--- src/rtl/irrigation_scheduler.sv ---
// Irrigation cycle sequencer: samples the fuzzy rule outputs, defuzzifies them by
// weighted average with an 18-step restoring divider, drives the pump for a time
// proportional to the result, then enforces a fixed cooldown before the next cycle.
module irrigation_scheduler #(
  parameter int unsigned W_POUCO        = 64,
  parameter int unsigned W_MEDIO        = 160,
  parameter int unsigned W_MUITO        = 255,
  parameter int unsigned TICK_DIV       = 1000,
  parameter int unsigned COOLDOWN_UNITS = 16
) (
  input  logic       clk,
  input  logic       rst_n,
  input  logic       cycle_start,
  input  logic       sensor_valid,
  input  logic [7:0] irrigar_pouco,
  input  logic [7:0] irrigar_medio,
  input  logic [7:0] irrigar_muito,
  input  logic       tank_low,
  input  logic       abort,
  output logic       sensor_req,
  output logic       pump_on,
  output logic       busy,
  output logic [7:0] duty,
  output logic       duty_valid,
  output logic       fault
);

  typedef enum logic [2:0] {
    StIdle,
    StReq,
    StAccum,
    StDiv,
    StIrrigate,
    StCooldown
  } state_e;

  localparam logic [17:0] WPouco    = 18'(W_POUCO);
  localparam logic [17:0] WMedio    = 18'(W_MEDIO);
  localparam logic [17:0] WMuito    = 18'(W_MUITO);
  localparam logic [15:0] PrescMax  = 16'(TICK_DIV - 1);
  localparam logic [7:0]  CoolUnits = 8'(COOLDOWN_UNITS);
  localparam logic [4:0]  LastStep  = 5'd17;

  state_e      state_q;
  logic [7:0]  p_q, m_q, u_q;
  logic [17:0] div_q;       // holds num after ACCUM, shifts into the quotient
  logic [9:0]  den_q;
  logic [9:0]  rem_q;
  logic [4:0]  step_q;
  logic [15:0] presc_q;
  logic [7:0]  unit_q;
  logic        sensor_req_q, pump_on_q, busy_q, duty_valid_q, fault_q;
  logic [7:0]  duty_q;

  logic [17:0] num_calc;
  logic [9:0]  den_calc;
  logic [10:0] trial;
  logic        trial_ge;
  logic [9:0]  rem_next;
  logic [17:0] quo_next;
  logic [7:0]  duty_next;
  logic        presc_wrap;

  // Weighted-sum operands and one restoring-division step.
  always_comb begin
    num_calc   = 18'(p_q) * WPouco + 18'(m_q) * WMedio + 18'(u_q) * WMuito;
    den_calc   = 10'(p_q) + 10'(m_q) + 10'(u_q);
    trial      = {rem_q, div_q[17]};
    trial_ge   = trial >= {1'b0, den_q};
    // When the trial is below den it is below 1024, so the top bit is zero.
    rem_next   = trial_ge ? 10'(trial - {1'b0, den_q}) : trial[9:0];
    quo_next   = {div_q[16:0], trial_ge};
    // A zero divisor would yield an all-ones quotient; force zero duty instead.
    duty_next  = (den_q == 10'd0) ? 8'd0 : quo_next[7:0];
    presc_wrap = presc_q == PrescMax;
  end

  // Sequencer FSM with all outputs registered.
  always_ff @(posedge clk or negedge rst_n) begin
    if (!rst_n) begin
      state_q      <= StIdle;
      p_q          <= '0;
      m_q          <= '0;
      u_q          <= '0;
      div_q        <= '0;
      den_q        <= '0;
      rem_q        <= '0;
      step_q       <= '0;
      presc_q      <= '0;
      unit_q       <= '0;
      sensor_req_q <= 1'b0;
      pump_on_q    <= 1'b0;
      busy_q       <= 1'b0;
      duty_valid_q <= 1'b0;
      fault_q      <= 1'b0;
      duty_q       <= '0;
    end else begin
      duty_valid_q <= 1'b0;
      if (abort && (state_q != StIdle)) begin
        state_q      <= StIdle;
        sensor_req_q <= 1'b0;
        pump_on_q    <= 1'b0;
        busy_q       <= 1'b0;
        step_q       <= '0;
        presc_q      <= '0;
        unit_q       <= '0;
      end else begin
        unique case (state_q)
          StIdle: begin
            if (cycle_start) begin
              if (tank_low) begin
                fault_q <= 1'b1;
              end else begin
                fault_q      <= 1'b0;
                state_q      <= StReq;
                sensor_req_q <= 1'b1;
                busy_q       <= 1'b1;
              end
            end
          end
          StReq: begin
            if (sensor_valid) begin
              p_q          <= irrigar_pouco;
              m_q          <= irrigar_medio;
              u_q          <= irrigar_muito;
              sensor_req_q <= 1'b0;
              state_q      <= StAccum;
            end
          end
          StAccum: begin
            div_q   <= num_calc;
            den_q   <= den_calc;
            rem_q   <= '0;
            step_q  <= '0;
            state_q <= StDiv;
          end
          StDiv: begin
            div_q  <= quo_next;
            rem_q  <= rem_next;
            step_q <= step_q + 5'd1;
            if (step_q == LastStep) begin
              step_q       <= '0;
              presc_q      <= '0;
              duty_q       <= duty_next;
              duty_valid_q <= 1'b1;
              if (duty_next != 8'd0) begin
                state_q   <= StIrrigate;
                pump_on_q <= 1'b1;
                unit_q    <= duty_next;
              end else begin
                state_q <= StCooldown;
                unit_q  <= CoolUnits;
              end
            end
          end
          StIrrigate: begin
            if (tank_low) begin
              pump_on_q <= 1'b0;
              fault_q   <= 1'b1;
              state_q   <= StCooldown;
              presc_q   <= '0;
              unit_q    <= CoolUnits;
            end else if (presc_wrap) begin
              presc_q <= '0;
              if (unit_q == 8'd1) begin
                pump_on_q <= 1'b0;
                state_q   <= StCooldown;
                unit_q    <= CoolUnits;
              end else begin
                unit_q <= unit_q - 8'd1;
              end
            end else begin
              presc_q <= presc_q + 16'd1;
            end
          end
          StCooldown: begin
            if (presc_wrap) begin
              presc_q <= '0;
              if (unit_q == 8'd1) begin
                state_q <= StIdle;
                busy_q  <= 1'b0;
                unit_q  <= '0;
              end else begin
                unit_q <= unit_q - 8'd1;
              end
            end else begin
              presc_q <= presc_q + 16'd1;
            end
          end
          default: begin
            state_q <= StIdle;
            busy_q  <= 1'b0;
          end
        endcase
      end
    end
  end

  assign sensor_req = sensor_req_q;
  assign pump_on    = pump_on_q;
  assign busy       = busy_q;
  assign duty       = duty_q;
  assign duty_valid = duty_valid_q;
  assign fault      = fault_q;

endmodule
--- config.mk ---
export PLATFORM = sky130hd
export DESIGN_NAME = irrigation_scheduler
export DESIGN_NICKNAME = d
export VERILOG_FILES = /design/src/rtl/irrigation_scheduler.sv
export SDC_FILE = /design/constraint.sdc
export NUM_CORES = 1
export LEC_CHECK = 0
export ABC_AREA = 1
export ABC_CLOCK_PERIOD_IN_PS = 6000
export BUFFER_PORTS_ARGS = -buffer_cell sky130_fd_sc_hd__buf_2
export CORE_MARGIN = 8
export CORE_UTILIZATION = 45
export CTS_BUF_LIST = sky130_fd_sc_hd__clkbuf_16
export DETAILED_ROUTE_END_ITERATION = 12
export SETUP_SLACK_MARGIN = 0.1
export SLEW_MARGIN = 10
export SYNTH_ARGS = -nofsm -noshare
export SYNTH_HDL_FRONTEND = slang
export SYNTH_SLANG_ARGS = --single-unit
--- constraint.sdc ---
create_clock -name clk -period 6 [get_ports clk]
set_input_delay 0.3 -clock clk [delete_from_list [all_inputs] [get_ports clk]]
set_output_delay 0.3 -clock clk [all_outputs]
set_load 0.02 [all_outputs]
# After elaboration in Yosys (flattened, before gate mapping)
# Index checks and enable logic that the tools add are counted.
# op_classes
n_reduce_logical,23
n_bitwise,1
n_mux,54
add_sub_neg,8
mul,2
magnitude_cmp,1
n_eq_ne,20
# ops
op,n
8-bit 2-to-1 mux,9
16-bit 2-to-1 mux,4
16-bit one-hot mux with 3 select lines,1
18-bit one-hot mux with 2 select lines,1
3-bit 2-to-1 mux,10
8-bit one-hot mux with 3 select lines,1
"3-bit != test, second input constant",7
10-bit one-hot mux with 2 select lines,1
17-bit by 16-bit adder with 18-bit output,1
1-bit 2-to-1 mux,18
3-bit one-hot mux with 6 select lines,1
14-bit by 16-bit adder with 17-bit output,1
"16-bit by 1-bit adder with 16-bit output, second input constant",1
"16-bit by 10-bit == test with 1-bit output, second input constant",1
"8-bit by 8-bit multiplier with 16-bit output, second input constant",1
4-bit AND reduction,3
3-bit nonzero test,4
11-bit by 10-bit greater-or-equal comparator with 1-bit output,1
"8-bit by 3-bit multiplier with 11-bit output, second input constant",1
9-bit by 8-bit adder with 10-bit output,1
10-bit zero test,1
10-bit 2-to-1 mux,1
5-bit 2-to-1 mux,2
5-bit one-hot mux with 2 select lines,1
25 further kinds,36
# word_totals
reg_bits,107
inputBits,30
word_cells,125

# Depth between registers and ports, before layout
# depth
depth_word,7
mapped_depth,23
depth_no_buf,23

# Worst setup path before layout
# OpenSTA, ideal clock, no wires.
# synth_path
path_kind,register -> register
startpoint,reg u_q[5]
endpoint,reg div_q[14]
t_required_ps,5884
path_buffers,0
setup_ps,116
slack_ps,1451
stages_incl_launch_ff,21
arrival_time_ps,4433
cell_sequence,dfrtp_1 inv_1 fa_1 inv_1 fa_1 fa_1 fa_1 inv_1 fa_1 inv_1 ha_1 a21oi_1 nand2_1 nand2_1 nand2_1 nand2_1 nand2_1 nand2_1 nand3_1 nand2_1 nand2_1
# synth_via
elab_chain_len,3
# synth_lines
item,line,source
from (decl),45,"logic [7:0] p_q, m_q, u_q;"
from (signal assigned),125,u_q <= irrigar_muito;
8-bit by 8-bit multiplier with 16-bit output,66,num_calc = 18'(p_q) * WPouco + 18'(m_q) * WMedio + 18'(u_q) * WMuito;
17-bit by 16-bit adder with 18-bit output,66,
18-bit one-hot mux with 2 select lines,108,unique case (state_q)
to (signal assigned),131,div_q <= num_calc;
to (signal assigned),138,div_q <= quo_next;
to (decl),46,logic [17:0] div_q;
# No other way between the ends.
# A chain may end at the register's enable or synchronous reset.

# Worst setup path in the final report
# layout_path
startpoint,reg u_q[5]
endpoint,reg div_q[17]
# The elaborated chain is that of the path after synthesis.

==> flow_summary.yaml <==
die:
  die_area_mm2: 0.0244
  core-area_mm2: 0.0194
  io_pins: 43
  die_y_um: 156
  placementRows: 51
  die_x_um: 156
  start_util_pct: 45.6
critical_path:
  rrSetupSlack_ns: 1.08
  critPathMaxStageDelay_ns: 0.57
  rr_worst_depth: 18
  critPathRequiredTime_ns: 6.22
  cpMostUsedCell: "fa_1"
  arrival_ns: 5.13
  cp_slowest_cell: "fa_1"
  cp_cell_sequence: "inv_1 > fa_1 > inv_1 > fa_1 > fa_1 > fa_1 > inv_1 > fa_1 > inv_1 > ha_1 > a21oi_1 > nand2_1 > nand3_1 > nand3_1 > nand2_1 > nand3_1 > nand2_1 > o21ai_0"
  worstSetupPathType: "flip-flop to flip-flop"
  r2r-start: "u_q[5]"
  regToRegEndpoint: "div_q[17]"
  cp_max_fo: 6
  end_kind: "flip-flop"
  critPathLaunchType: "flip-flop"
cells_and_area:
  syn_to_final_growth_pct: 8.82
  diodes: 0
  layout.nets: 1308
  drive_gt1_share_pct: 8.98
synthesis:
  netlist_instances: 1104
  synth_nets: 1270
  synthArstFlopShare_pct: 100
  avgSynthCellArea_um2: 8.01
  synth_enable_flop_cells: 0
  synth_area_mm2: 0.00885
  yosys_most_used_dff: "dfrtp_1"
  ys_seq_area_share_pct: 30.3
  ys_seq_elements: 107
  synth_cell_types: 45
  synthTopCellsByArea: "dfrtp_1 (30%), fa_1 (14%), ha_1 (11%)"
  synth.most_common_cell: "nand2_1"
  synth_top_area_cell: "dfrtp_1"
  ys.warnings.count: 0
  synth_top_area_share_pct: 30.3
  ys_top_cells_by_count: "nand2_1 (211), inv_1 (197), dfrtp_1 (107)"
timing:
  setup_viol: 0
  final_hold_viol_count: 39
  finClkSkew_ns: 0.0114
  holdWs_ns: -0.0108
  fmax_ghz: 0.203
  tightest_slew_ns: 0.932
  min_period_ns: 4.92
  rsz0062_at_grt: "false"
  drv_slew: 0
  slew_headroom_pct: 37.8
  setup_tns_ns: 0
  period_share_pct: 82.0
grt:
  grt_usage_pct: 18.0
  antenna_found_initial: 0
  grt_pass1_vias: 7286
  grt_pass1_wl_um: 35200
  grt_remaining_overflow: 0
  grt_start_max_net_pins: 56
routing:
  drt_iter0_drc: 405
  drt_first_pass_iters: 5
  via_count: 7008
  wl_per_cell_um: 14.3
  vias_per_cell: 4.96
  postRouteAntennaNets: 0
  wirelength_um: 20200
  drc: 0
hold_path:
  min_path_type: "input port to async pin"
cts:
  cts_tree: "built"
  clk_pin_slew_ns: 0.08
  cts_root_buf: "clkbuf_16"
  numCtsBuffers: 9
  ctsHoldBuffers: 0
  cts_sinks: 107
  cts_resized: 0
  post_cts_buffers: 0
  h-tree-depth: 3
  clkLatencyLatePin_ns: 0.36
  clockBufferDepth: 2
placement:
  port_buffers: 42
  place_congestion: 0.859
  dpl.hpwl_um: 15900
job:
  maxCapViolations: 0
run_status:
  outcome: "finished with violations"
  violations: "hold timing"
[per-stage QoR]
stage	area, µm²	hold slack, ns	setup slack (ns)	util (%)	instances
final	9630	-0.0108	1.08	49.6	1412
after global routing	9630	0.0440	0.727	49.6	1412
after CTS	9630	0.00846	1.09	49.6	1412
after detailed placement	9320	0.401	1.11	48.1	1396
after global placement	9320	0.400	1.16	48.1	1396
after floorplan	8850	0.00441	1.45	-	1104
[flip-flops by register name, summed over array words and instances, names as in the netlist]
name / cells
busy: 1
den_q: 10
div_q: 18
duty: 8
duty_valid: 1
fault: 1
m_q: 8
p_q: 8
presc_q: 16
pump_on: 1
rem_q: 10
sensor_req: 1
state_q: 3
step_q: 5
u_q: 8
unit_q: 8
[cell type report]
type                       instances  area, µm²
sequential                       107       2680
tap                              265        332
clock buffer                       9        225
timing repair buffer              43        220
multi-input combinational        772       5310
fill                            1931       9770
inverter                         209        787
clock inverter                     7       82.6
[cells by family after synthesis]
logic type               Yosys count  share of synthesized area, %
AND/OR/NAND/NOR                  424                          21.2
buffers and inverters            225                          9.79
AO/OA/AOI/OAI                    178                          10.7
adder cells (fa/ha/maj)          136                          24.4
flip-flops                       107                          30.3
XOR/XNOR                          23                          2.28
multiplexers                      11                          1.40
[layout by cell type (no fill, tap or decap), drive strengths merged, types with 8 or more instances in the layout]
cell type	count
a21oi	64
buf	43
clkbuf	9
dfrtp	107
fa	61
ha	75
inv	212
mux2	11
nand2	221
nand3	61
nand4	9
nor2	112
nor3	10
o21ai	91
o22ai	8
xnor2	9
xor2	14
[critical path: cells and delay by family (launching register included)]
family          cells  cell delay (ns)
buf+inv             4             0.35
simple gates        6             0.61
compound gates      2             0.35
fa+ha+maj           6             2.94
flops               1             0.53
[layer usage]
metal  track usage [%]  vias to the layer above  share of wire (%)
met1              21.5                     3315                 45
met5                 0                        -                  0
met2              32.6                      102                 50
met3              3.14                       18                3.5
li1                  -                     3573                  -
met4              4.76                        0                1.5
[how the worst max path moves through the flow]
stage,start,end,slack (ns)
6_report,u_q[5],div_q[17],1.08
2_1_floorplan,u_q[5],div_q[14],1.45
4_1_cts,u_q[5],div_q[17],1.09
5_1_grt,u_q[5],div_q[14],0.73
3_3_place_gp,u_q[5],div_q[17],1.16
3_5_place_dp,u_q[5],div_q[14],1.11
Power is not shown: default switching activity piles up to over one toggle a cycle in this logic, so the estimate is an artifact.
